**src/rtl/udma_hyper_pkg.sv**
```systemverilog
// Shared types and helpers for the HyperBus uDMA channel scheduling logic.
package udma_hyper_pkg;

    typedef enum logic {ARB_IDLE = 1'b0, ARB_OFFER = 1'b1} hyper_arb_state_e;

    localparam int unsigned HYPER_MASK_W = 32;

    // IDs at or beyond HYPER_MASK_W yield an all-zero mask.
    function automatic logic [HYPER_MASK_W-1:0] hyper_id_to_onehot(input int unsigned id);
        return HYPER_MASK_W'(1) << id;
    endfunction

endpackage

```
**src/rtl/udma_hyper_rr_pick.sv**
```systemverilog
// Combinational round-robin picker: rotate the eligible vector down by the start pointer,
// priority-encode the lowest set bit, then map the offset back to a channel index.
module udma_hyper_rr_pick #(
    parameter int unsigned NB_CH = 2,
    parameter int unsigned IDX_W = 1
) (
    input  logic [NB_CH-1:0] eligible_i,
    input  logic [IDX_W-1:0] start_i,
    output logic             found_o,
    output logic [IDX_W-1:0] idx_o
);

    logic [2*NB_CH-1:0] doubled;
    logic [NB_CH-1:0]   rotated;
    int unsigned        offs;
    int unsigned        sum;

    always_comb begin
        doubled = {eligible_i, eligible_i} >> start_i;
        rotated = doubled[NB_CH-1:0];
        found_o = |rotated;
        offs    = 0;
        for (int i = NB_CH - 1; i >= 0; i--) begin
            if (rotated[i]) begin
                offs = i;
            end
        end
        sum = 32'(start_i) + offs;
        if (sum >= NB_CH) begin
            sum = sum - NB_CH;
        end
        idx_o = IDX_W'(sum);
    end

endmodule

```
**src/rtl/udma_hyper_ch_arbiter.sv**
```systemverilog
// Schedules uDMA channel requests onto the single HyperBus PHY transaction port.
// Define UDMA_HYPER_ARB_FIXED_PRIO_EN for fixed priority (lowest index) instead of round-robin.
module udma_hyper_ch_arbiter
    import udma_hyper_pkg::*;
#(
    parameter int unsigned ID_WIDTH        = 1,
    parameter int unsigned NB_CH           = 2,
    parameter int unsigned MAX_OUTSTANDING = 2,
    localparam int unsigned OUT_W          = $clog2(MAX_OUTSTANDING + 1)
) (
    input  logic                clk_i,
    input  logic                rst_ni,
    input  logic [NB_CH-1:0]    ch_req_i,
    output logic [NB_CH-1:0]    ch_gnt_o,
    input  logic [NB_CH-1:0]    phy_busy_vec_i,
    output logic                trans_valid_o,
    input  logic                trans_ready_i,
    output logic [ID_WIDTH:0]   trans_id_o,
    input  logic                done_valid_i,
    input  logic [ID_WIDTH:0]   done_id_i,
    output logic [NB_CH-1:0]    inflight_vec_o,
    output logic [OUT_W-1:0]    outstanding_o
);

    localparam int unsigned IDW = ID_WIDTH + 1;

    hyper_arb_state_e state_q, state_d;
    logic             trans_valid_q, trans_valid_d;
    logic [IDW-1:0]   trans_id_q, trans_id_d;
    logic [NB_CH-1:0] inflight_q, inflight_d;
    logic [OUT_W-1:0] outstanding_q, outstanding_d;

    logic [NB_CH-1:0] eligible;
    logic [NB_CH-1:0] id_mask;
    logic [NB_CH-1:0] done_mask;
    logic [IDW-1:0]   rr_ptr;
    logic             accept;
    logic             pick_found;
    logic [IDW-1:0]   pick_idx;

    // Registered inflight mask: a channel freed this cycle becomes eligible next cycle.
    assign eligible = ch_req_i & ~phy_busy_vec_i & ~inflight_q;
    assign accept   = rst_ni & trans_valid_q & trans_ready_i;

    always_comb begin
        id_mask   = NB_CH'(hyper_id_to_onehot(32'(trans_id_q)));
        done_mask = '0;
        if (done_valid_i) begin
            done_mask = NB_CH'(hyper_id_to_onehot(32'(done_id_i))) & inflight_q;
        end
    end

    assign ch_gnt_o = accept ? id_mask : '0;

    udma_hyper_rr_pick #(
        .NB_CH (NB_CH),
        .IDX_W (IDW)
    ) u_pick (
        .eligible_i (eligible),
        .start_i    (rr_ptr),
        .found_o    (pick_found),
        .idx_o      (pick_idx)
    );

`ifdef UDMA_HYPER_ARB_FIXED_PRIO_EN
    assign rr_ptr = '0;
`else
    logic [IDW-1:0] rr_ptr_q, rr_ptr_d;

    always_comb begin
        rr_ptr_d = rr_ptr_q;
        if (accept) begin
            rr_ptr_d = (trans_id_q == IDW'(NB_CH - 1)) ? '0 : trans_id_q + IDW'(1);
        end
    end

    always_ff @(posedge clk_i) begin
        if (!rst_ni) begin
            rr_ptr_q <= '0;
        end else begin
            rr_ptr_q <= rr_ptr_d;
        end
    end

    assign rr_ptr = rr_ptr_q;
`endif

    always_comb begin
        inflight_d    = (inflight_q & ~done_mask) | (accept ? id_mask : '0);
        outstanding_d = '0;
        for (int i = 0; i < NB_CH; i++) begin
            outstanding_d = outstanding_d + OUT_W'(inflight_d[i]);
        end
    end

    always_comb begin
        state_d       = state_q;
        trans_valid_d = trans_valid_q;
        trans_id_d    = trans_id_q;
        case (state_q)
            ARB_IDLE: begin
                if (pick_found && (outstanding_q < OUT_W'(MAX_OUTSTANDING))) begin
                    trans_id_d    = pick_idx;
                    trans_valid_d = 1'b1;
                    state_d       = ARB_OFFER;
                end
            end
            ARB_OFFER: begin
                // The offer is held until accepted, regardless of request/busy changes.
                if (accept) begin
                    trans_valid_d = 1'b0;
                    state_d       = ARB_IDLE;
                end
            end
            default: state_d = ARB_IDLE;
        endcase
    end

    always_ff @(posedge clk_i) begin
        if (!rst_ni) begin
            state_q       <= ARB_IDLE;
            trans_valid_q <= 1'b0;
            trans_id_q    <= '0;
            inflight_q    <= '0;
            outstanding_q <= '0;
        end else begin
            state_q       <= state_d;
            trans_valid_q <= trans_valid_d;
            trans_id_q    <= trans_id_d;
            inflight_q    <= inflight_d;
            outstanding_q <= outstanding_d;
        end
    end

    always_ff @(posedge clk_i) begin
        if (rst_ni) begin
            assert (outstanding_q <= OUT_W'(MAX_OUTSTANDING));
            assert (!((|done_mask) && (outstanding_q == '0)));
        end
    end

    assign trans_valid_o  = trans_valid_q;
    assign trans_id_o     = trans_id_q;
    assign inflight_vec_o = inflight_q;
    assign outstanding_o  = outstanding_q;

endmodule

```
**config.mk**
```make
export PLATFORM = sky130hd
export DESIGN_NAME = udma_hyper_ch_arbiter
export DESIGN_NICKNAME = d
export VERILOG_FILES = /design/src/rtl/udma_hyper_pkg.sv /design/src/rtl/udma_hyper_rr_pick.sv /design/src/rtl/udma_hyper_ch_arbiter.sv
export SDC_FILE = /design/constraint.sdc
export NUM_CORES = 1
export LEC_CHECK = 0
export CAP_MARGIN = 20
export CORE_AREA = 3 3 40 42
export DETAILED_ROUTE_END_ITERATION = 16
export DIE_AREA = 0 0 43 45
export PLACE_DENSITY = 0.72
export SETUP_SLACK_MARGIN = 0.4
export SLEW_MARGIN = 20
export SYNTH_ARGS = -nofsm -noshare
export SYNTH_HDL_FRONTEND = slang
export SYNTH_SLANG_ARGS = --single-unit
```
**constraint.sdc**
```tcl
create_clock -name clk_i -period 3.1 [get_ports clk_i]
set_input_delay 0.62 -clock clk_i [delete_from_list [all_inputs] [get_ports clk_i]]
set_output_delay 0.62 -clock clk_i [all_outputs]
set_load 0.05 [all_outputs]
```
==> results.sh, run 1 <==
export IMPL_internal_power_mw=0.237
export IMPL_drt_wl_total_um=1250
export IMPL_r2r_slack_ps=1080
export IMPL_cts_buffer_depth=2
export IMPL_cp_end_kind="output pin"
export IMPL_num_antenna_cells=0
export IMPL_drv_slew=0
export IMPL_die_w_um=43
export IMPL_wl_per_cell_um=13.5
export IMPL_die_h_um=45
export IMPL_syn_avg_cell_area_um2=9.24
export IMPL_switchingPower_mw=0.0884
export IMPL_core_rowCount=13
export IMPL_final_layout_size_suffix_gt1_frac=0.128
export IMPL_io_pins=19
export IMPL_area_growth_synth_to_final_pct=45.1
export IMPL_final_setup_viol_count=0
export IMPL_path_class="input port to output pin"
export IMPL_critPathArrivalTime_ps=1870
export IMPL_syn_cell_area_um2=527
export IMPL_worstPathMaxFanout=11
export IMPL_cts_tree="done"
export IMPL_clock_latency_ps=260
export IMPL_grt_max_degree=12
export IMPL_critPathRequiredTime_ps=2480
export IMPL_ys_warn_count=0
export IMPL_pwr_share_comb=0.203
export IMPL_rr_startpoint="inflight_vec_o[1]$_SDFF_PN0_"
export IMPL_hold_class="register to register"
export IMPL_pwr_share_seq=0.437
export IMPL_drc=0
export IMPL_tns_ps=0
export IMPL_htreeDepth=1
export IMPL_vias_per_cell=5.26
export IMPL_power_density_nw_per_um2=426
export IMPL_crit_end="ch_gnt_o[1]"
export IMPL_cts_sinks=10
export IMPL_first_global_vias=457
export IMPL_ir_drop_mv=0.235
export IMPL_tightestPinTransition_ps=508
export IMPL_synthCells=57
export IMPL_cts_buffers=3
export IMPL_place_gp_congestion=0.771
export IMPL_yosysSeqAreaShare=0.380
export IMPL_cts_setup_buffers=0
export IMPL_swShare=0.272
export IMPL_place_hpwl_um=928
export IMPL_hold_buffers=0
export IMPL_core_area_um2=1280
export IMPL_total_power_mw=0.325
export IMPL_dr_pass1_iters=4
export IMPL_clk_pin_slew_ps=70
export IMPL_whs_path_depth=2
export IMPL_drv_cap=0
export IMPL_synth_seq_cells=10
export IMPL_worst_hold_slack_ps=486
export IMPL_outcome="finished clean"
export IMPL_layout_common_cells="16 x clkdlybuf4s50_1, 10 x dfxtp_1, 8 x nand2_1"
export IMPL_multi_input_area_um2=307
export IMPL_leakage_nw=0.327
export IMPL_finalCriticalPeriod_ps=2490
export IMPL_fin_crit_sh=0.803
export IMPL_regArea_um2=200
export IMPL_ant_nets=0
export IMPL_fillers=119
export IMPL_die_area_um2=1940
export IMPL_cp_startpoint="rst_ni"
export IMPL_syn_num_nets=71
export IMPL_start_util=0.410
export IMPL_relSlewSlack=0.661
export IMPL_p_clk_frac=0.360
export IMPL_skew_ps=2.85
export IMPL_reg2reg_depth=8
export IMPL_grt_pass1_wl_um=2010
export IMPL_vias=489
export IMPL_globalRouteOverflowTotal=0
export IMPL_root_buffer="clkbuf_4"
export IMPL_final_util=0.595
export IMPL_r2r_end="trans_id_o[1]$_SDFFE_PN0P_"
export IMPL_cts_resized=0
export IMPL_first_iter_violations=14
export IMPL_nets=93
export IMPL_fmax_mhz=402
export IMPL_port_buffers=18
export IMPL_crit_path_start_kind="input port"
export IMPL_finalHoldViolations=0
export IMPL_antenna_found_initial=0
export IMPL_yosysUniqueCellTypes=25
export IMPL_grt_usage=0.142
export IMPL_final_common_cell="clkdlybuf4s50_1"
export IMPL_rsz0062_at_grt="false"
==> registers in the layout, summed over array words and instances (netlist names) <==
name / count
inflight_vec_o: 2
outstanding_o: 2
trans_id_o: 2
trans_valid_o: 1
rr_ptr: 2
state_q: 1
==> critical path, cell delays in order <==
cell and delay, ps:
clkdlybuf4s50_1 650, and4b_1 270, and2_1 180, buf_12 150
==> layer usage <==
layer  GRT usage  up-vias  part of all wire
met3      0.0279        4             0.038
met5           0        -                 0
met4      0.0904        0             0.022
met2       0.249       14              0.49
met1       0.157      223              0.45
li1            -      248                 -
==> power by group through the flow <==
stage                     Combinational [mW]  Clock [mW]  Sequential (mW)
after floorplan                       0.0273           0            0.157
after global placement                0.0648           0            0.145
after detailed placement              0.0652           0            0.145
after CTS                             0.0660       0.121            0.142
after global routing                  0.0710       0.130            0.143
final                                 0.0661       0.117            0.142
==> synthesized netlist by cell type (all sizes together) <==
library cell | instances | share of area
o211a | 1 | 0.019
buf | 1 | 0.0095
a2bb2oi | 1 | 0.028
nand4b | 2 | 0.033
o31ai | 1 | 0.014
and4b | 1 | 0.019
nand3b | 1 | 0.014
inv | 4 | 0.028
or3b | 1 | 0.021
o21ai | 1 | 0.0095
nor3b | 2 | 0.038
a22o | 1 | 0.017
dfxtp | 10 | 0.38
and2 | 5 | 0.059
nand2 | 8 | 0.057
mux2i | 2 | 0.038
a311oi | 1 | 0.017
or2 | 1 | 0.012
a21oi | 4 | 0.038
a211oi | 1 | 0.014
nand4 | 1 | 0.012
o22ai | 1 | 0.012
nor2 | 2 | 0.014
ha | 4 | 0.095
==> how the worst min path moves through the flow <==
stage	startpoint	endpoint	slack, ps
floorplan	state_q$_SDFF_PN0_	state_q$_SDFF_PN0_	460
global placement	state_q$_SDFF_PN0_	state_q$_SDFF_PN0_	480
detailed placement	state_q$_SDFF_PN0_	state_q$_SDFF_PN0_	480
CTS	state_q$_SDFF_PN0_	state_q$_SDFF_PN0_	490
global route	rr_ptr[1]$_SDFFE_PN0P_	rr_ptr[1]$_SDFFE_PN0P_	540
finish	state_q$_SDFF_PN0_	state_q$_SDFF_PN0_	490
==> stage by stage <==
stage | instance area, um^2 | cells | setup slack (ps)
floorplan | 527 | 57 | 921
global placement | 728 | 89 | 370
detailed placement | 728 | 89 | 365
CTS | 764 | 93 | 619
global route | 764 | 93 | 529
finish | 764 | 93 | 612
==> layout make-up <==
| cell class | instances | share of cell area |
|---|---|---|
| inverters | 4 | 0.0196 |
| repair buffers | 18 | 0.245 |
| well taps | 15 | 0.0245 |
| flip-flops and latches | 10 | 0.262 |
| clock buffers | 4 | 0.0475 |
| multi-input cells | 42 | 0.401 |
==> logic make-up (layout without fill, tap and decap cells) <==
logic type	after synthesis	after routing	share of synthesized area
AND/OR/NAND/NOR	24	24	0.280
AO/OA/AOI/OAI	12	12	0.169
flip-flops	10	10	0.380
buffers and inverters	5	26	0.0380
adder cells (fa/ha/maj)	4	4	0.0950
multiplexers	2	2	0.0380
(Power assumes the default switching activity.)
==> inputs of run 2 (changes only) <==
==> constraint.sdc (replaced) <==
create_clock -name clk_i -period 2.3 [get_ports clk_i]
set_input_delay 0.46 -clock clk_i [delete_from_list [all_inputs] [get_ports clk_i]]
set_output_delay 0.46 -clock clk_i [all_outputs]
set_load 0.05 [all_outputs]
==> run 2 against run 1 <==
Cell count grew 5.4%; first-iteration DRC count fell by 79%; non-clock buffer count is 5 higher; design area increased by 14%; flip-flop and latch count stayed put; worst hold slack improved by 18 ps; largest cell class unchanged; highest routed layer is now met3.
==> results.sh, run 2 (synthesis gave the netlist of run 1 again) <==
export IMPL_outcome="finished clean"
export IMPL_ir_drop_mv=0.359
export IMPL_root_buffer="clkbuf_4"
export IMPL_max_stage_delay_ps=400
export IMPL_io_pins=19
export IMPL_die_area_um2=1940
export IMPL_dpl_instance_area_um2=774
export IMPL_worst_hold_slack_ps=503
export IMPL_crit_path_start_kind="input port"
export IMPL_use_met3=0.0159
export IMPL_cts_tree="done"
export IMPL_htreeDepth=1
export IMPL_core_rowCount=13
export IMPL_cts_buffer_depth=2
export IMPL_drc=0
export IMPL_tightestPinTransition_ps=503
export IMPL_hold_class="register to register"
export IMPL_clk_pin_slew_ps=70
export IMPL_final_setup_viol_count=0
export IMPL_nets=98
export IMPL_first_global_vias=426
export IMPL_dr_pass1_iters=2
export IMPL_grt_max_degree=9
export IMPL_final_layout_size_suffix_gt1_frac=0.277
export IMPL_final_common_cell="dfxtp_1"
export IMPL_drt_wl_total_um=1190
export IMPL_critPathRequiredTime_ps=2450
export IMPL_pre_cts_ws_ps=-208
export IMPL_relSlewSlack=0.664
export IMPL_drv_cap=0
export IMPL_leakage_nw=0.419
export IMPL_vias_per_cell=5.02
export IMPL_fmax_mhz=523
export IMPL_wl_per_cell_um=12.2
export IMPL_die_h_um=45
export IMPL_cts_buffers=3
export IMPL_power_density_nw_per_um2=518
export IMPL_path_class="input port to register"
export IMPL_area_growth_synth_to_final_pct=64.8
export IMPL_vias=492
export IMPL_finalCriticalPeriod_ps=1910
export IMPL_cts_sinks=10
export IMPL_busiest_layer="met2"
export IMPL_layout_common_cells="9 x dfxtp_1, 8 x nand2_1, 7 x dlygate4sd2_1"
export IMPL_total_power_mw=0.450
export IMPL_antenna_found_initial=0
export IMPL_worst_path_buf_inv=1
export IMPL_rsz0062_at_grt="true"
export IMPL_skew_ps=9.77
export IMPL_final_util=0.676
export IMPL_tns_ps=0
export IMPL_worstPathMaxFanout=3
export IMPL_crit_family="simple AND/OR/NAND/NOR gates"
export IMPL_grt_pass1_wl_um=1840
export IMPL_grt_met1_usage=0.175
export IMPL_finalHoldViolations=0
export IMPL_grt_usage=0.126
export IMPL_ant_nets=0
export IMPL_stdcell_count=98
export IMPL_die_w_um=43
export IMPL_path_cells="clkdlybuf4s15_1, or3b_4, nand4_1, o31ai_4, ha_2, ha_4, o211a_1, o21ai_2, mux2i_1"
export IMPL_port_buffers=18
export IMPL_core_area_um2=1280
export IMPL_place_hpwl_um=840
export IMPL_first_iter_violations=3
export IMPL_cp_end_kind="register"
export IMPL_place_gp_congestion=0.733
export IMPL_fin_crit_sh=0.832
export IMPL_worst_slack_ps=387
export IMPL_use_met2=0.177
export IMPL_globalRouteOverflowTotal=0
export IMPL_start_util=0.410
export IMPL_dp_cells=93
export IMPL_finalInstanceArea_um2=868
export IMPL_clock_latency_ps=270
export IMPL_critPathArrivalTime_ps=2070
export IMPL_cpMaxStageDelayCell="or3b_4"
export IMPL_drv_slew=0
export IMPL_num_antenna_cells=0
## run 2: changes by cell type in the layout (fill, tap and decap cells not counted), sizes merged
cell           delta
clkdlybuf4s15     +2
dlymetal6s2s      +3
dlygate4sd2       +7
clkdlybuf4s50    -12
buf               +5
## run 2: worst reg2reg max path: stages (launching register included)
cell,delay (ps)
dfxtp_2,330
or3b_4,420
nand4_1,160
o31ai_4,90
ha_2,220
ha_4,160
o211a_1,220
o21ai_2,120
mux2i_1,70
## run 2: worst paths after layout
| kind | slack [ps] | from | endpoint | cells after the start |
|---|---|---|---|---|
| max | 390 | ch_req_i[1] | trans_id_o[1]$_SDFFE_PN0P_ | 9 |
| max reg2reg | 410 | inflight_vec_o[1]$_SDFF_PN0_ | trans_id_o[1]$_SDFFE_PN0P_ | 8 |
| min reg2reg | 500 | state_q$_SDFF_PN0_ | state_q$_SDFF_PN0_ | 2 |
| min | 500 | state_q$_SDFF_PN0_ | state_q$_SDFF_PN0_ | 2 |
## run 2: layout make-up
type	count	area (um^2)
multi-input combinational	42	360
sequential	10	201
tap	15	18.8
inverter	4	15.0
clock buffer	4	36.3
timing repair buffer	23	236
fill	108	417
## run 2: layer usage
| layer | wire length [um] | vias up |
|---|---|---|
| met5 | 0 | - |
| met4 | 0 | 0 |
| met3 | 46 | 0 |
| met2 | 568 | 10 |
| met1 | 579 | 225 |
| li1 | - | 257 |
## run 2: report_power, final
part	leakage (nW)	switching, mW	total (mW)	internal (mW)
logic	0.316	0.0507	0.0996	0.0489
clock network	0.0210	0.0609	0.157	0.0960
registers	0.0820	0.0122	0.194	0.181
## run 2: repair_timing
| action | CTS | global route |
|---|---|---|
| pin swaps | 6 | 7 |
| setup buffers | 1 | 0 |
| hold buffers | 0 | 0 |
| setup endpoints to repair | 8 | 2 |
| gates resized for setup | 16 | 8 |
==> inputs of run 3 (changes only) <==
==> constraint.sdc (replaced) <==
create_clock -name clk_i -period 1.8 [get_ports clk_i]
set_input_delay 0.36 -clock clk_i [delete_from_list [all_inputs] [get_ports clk_i]]
set_output_delay 0.36 -clock clk_i [all_outputs]
set_load 0.05 [all_outputs]
==> run 3 against run 2 <==
The run now ends with setup timing left; first-iteration DRC count rose by 67%; design area rose by 8.1%; die area did not move; register-to-register slack got worse by 450 ps; clock skew fell by 7.1 ps; utilization rose by 5.5 points; non-clock buffer count rose by 7; cell count rose by 7.1%; critical path type is now register to register; critical endpoint unchanged.
==> results.sh, run 3 (synthesis gave the netlist of run 1 again) <==
export IMPL_outcome="finished, violations left"
export IMPL_violations="setup timing"
export IMPL_reg2reg_depth=8
export IMPL_critPathArrivalTime_ps=1980
export IMPL_ir_drop_mv=0.401
export IMPL_vias_per_cell=4.97
export IMPL_io_pins=19
export IMPL_cp_end_kind="register"
export IMPL_ant_nets=0
export IMPL_critPathRequiredTime_ps=1940
export IMPL_path_class="register to register"
export IMPL_clock_latency_ps=260
export IMPL_power_density_nw_per_um2=626
export IMPL_r2r_slack_ps=-40
export IMPL_skew_ps=2.65
export IMPL_hold_class="register to register"
export IMPL_core_rowCount=13
export IMPL_drt_wl_total_um=1320
export IMPL_finalHoldViolations=0
export IMPL_leakage_nw=0.421
export IMPL_start_util=0.410
export IMPL_place_gp_congestion=0.732
export IMPL_drc=0
export IMPL_whs_path_depth=2
export IMPL_cp_startpoint="inflight_vec_o[1]$_SDFF_PN0_"
export IMPL_min_delay_start="state_q$_SDFF_PN0_"
export IMPL_drv_slew=0
export IMPL_globalRouteOverflowTotal=0
export IMPL_fmax_mhz=544
export IMPL_root_buffer="clkbuf_4"
export IMPL_total_power_mw=0.587
export IMPL_place_hpwl_um=1050
export IMPL_cts_buffers=3
export IMPL_drv_cap=0
export IMPL_dr_pass1_iters=4
export IMPL_num_antenna_cells=0
export IMPL_hold_buffers=0
export IMPL_tns_ps=-38.9
export IMPL_relSlewSlack=0.782
export IMPL_vias=522
export IMPL_hold_end="state_q$_SDFF_PN0_"
export IMPL_tightestPinTransition_ps=327
export IMPL_cts_buffer_depth=2
export IMPL_final_common_cell="buf_4"
export IMPL_nets=105
export IMPL_grt_pass1_wl_um=2390
export IMPL_first_iter_violations=5
export IMPL_rr_startpoint="inflight_vec_o[1]$_SDFF_PN0_"
export IMPL_cts_tree="done"
export IMPL_crit_path_start_kind="register"
export IMPL_fillers=92
export IMPL_cts_sinks=10
export IMPL_final_layout_size_suffix_gt1_frac=0.478
export IMPL_fin_crit_sh=1.02
export IMPL_die_w_um=43
export IMPL_antenna_found_initial=0
export IMPL_die_h_um=45
export IMPL_rsz0062_at_grt="true"
export IMPL_grt_max_degree=9
export IMPL_r2r_end="trans_id_o[1]$_SDFFE_PN0P_"
export IMPL_clk_pin_slew_ps=60
export IMPL_finalCriticalPeriod_ps=1840
export IMPL_final_setup_viol_count=1
export IMPL_worst_slack_ps=-38.9
export IMPL_htreeDepth=1
export IMPL_port_buffers=18
export IMPL_first_global_vias=528
export IMPL_die_area_um2=1940
export IMPL_area_growth_synth_to_final_pct=78.1
export IMPL_layout_common_cells="18 x buf_4, 7 x nand2_1, 5 x dlygate4sd2_1, 5 x dfxtp_1"
export IMPL_worstPathMaxFanout=3
export IMPL_wl_per_cell_um=12.5
export IMPL_grt_usage=0.169
export IMPL_core_area_um2=1280
==> run 3: how the worst max path moves through the flow <==
stage,cells after the start,slack [ps],end
after global routing,8,-100,trans_id_o[1]$_SDFFE_PN0P_
after floorplan,8,-120,trans_id_o[1]$_SDFFE_PN0P_
after detailed placement,9,-650,trans_id_o[1]$_SDFFE_PN0P_
final,8,-40,trans_id_o[1]$_SDFFE_PN0P_
after CTS,8,-80,trans_id_o[1]$_SDFFE_PN0P_
after global placement,9,-560,trans_id_o[1]$_SDFFE_PN0P_
==> run 3: layout make-up <==
| cell class | instances | area, um^2 | area share |
|---|---|---|---|
| flip-flops and latches | 10 | 214 | 0.228 |
| clock buffers | 4 | 36.3 | 0.0387 |
| inverters | 4 | 17.5 | 0.0187 |
| repair buffers | 30 | 270 | 0.288 |
| multi-input cells | 42 | 382 | 0.407 |
| well taps | 15 | 18.8 | 0.0200 |
==> run 3: per-stage QoR <==
stage	instances	setup slack, ps	hold WS [ps]	utilization	area, um^2
2_1_floorplan	57	-118	458	-	557
3_3_place_gp	97	-562	486	0.633	813
3_5_place_dp	97	-653	490	0.633	813
4_1_cts	105	-76.3	502	0.720	925
5_1_grt	105	-105	538	0.730	938
6_report	105	-38.9	508	0.730	938
==> run 3: per-layer routing <==
metal  share of wire  vias up  track usage
met4          0.0068        0       0.0904
li1                -      272            -
met2            0.55        9        0.293
met5               0        -            0
met1            0.39      239        0.189
met3           0.049        2       0.0478
==> run 3: report_power, final <==
part / leakage [nW] / switching (mW) / internal [mW] / total, mW
Combinational: 0.316 / 0.0715 / 0.0762 / 0.148
Sequential: 0.0846 / 0.0149 / 0.230 / 0.245
Clock: 0.0210 / 0.0720 / 0.123 / 0.195
Total: 0.421 / 0.158 / 0.429 / 0.587
==> run 3: timing repair <==
item                       4_1_cts  5_1_grt
pin swaps                       10        4
setup endpoints to repair        8        5
buffers inserted                 4        0
resized for setup               17        3
==> run 3: worst max-delay path, stage by stage (launching register included) <==
cell     delay [ps]
dfxtp_4         340
or3b_4          400
nand4_1         160
o31ai_4         110
ha_4            190
ha_4            150
o211a_1         190
o21ai_1         120
mux2i_1          70
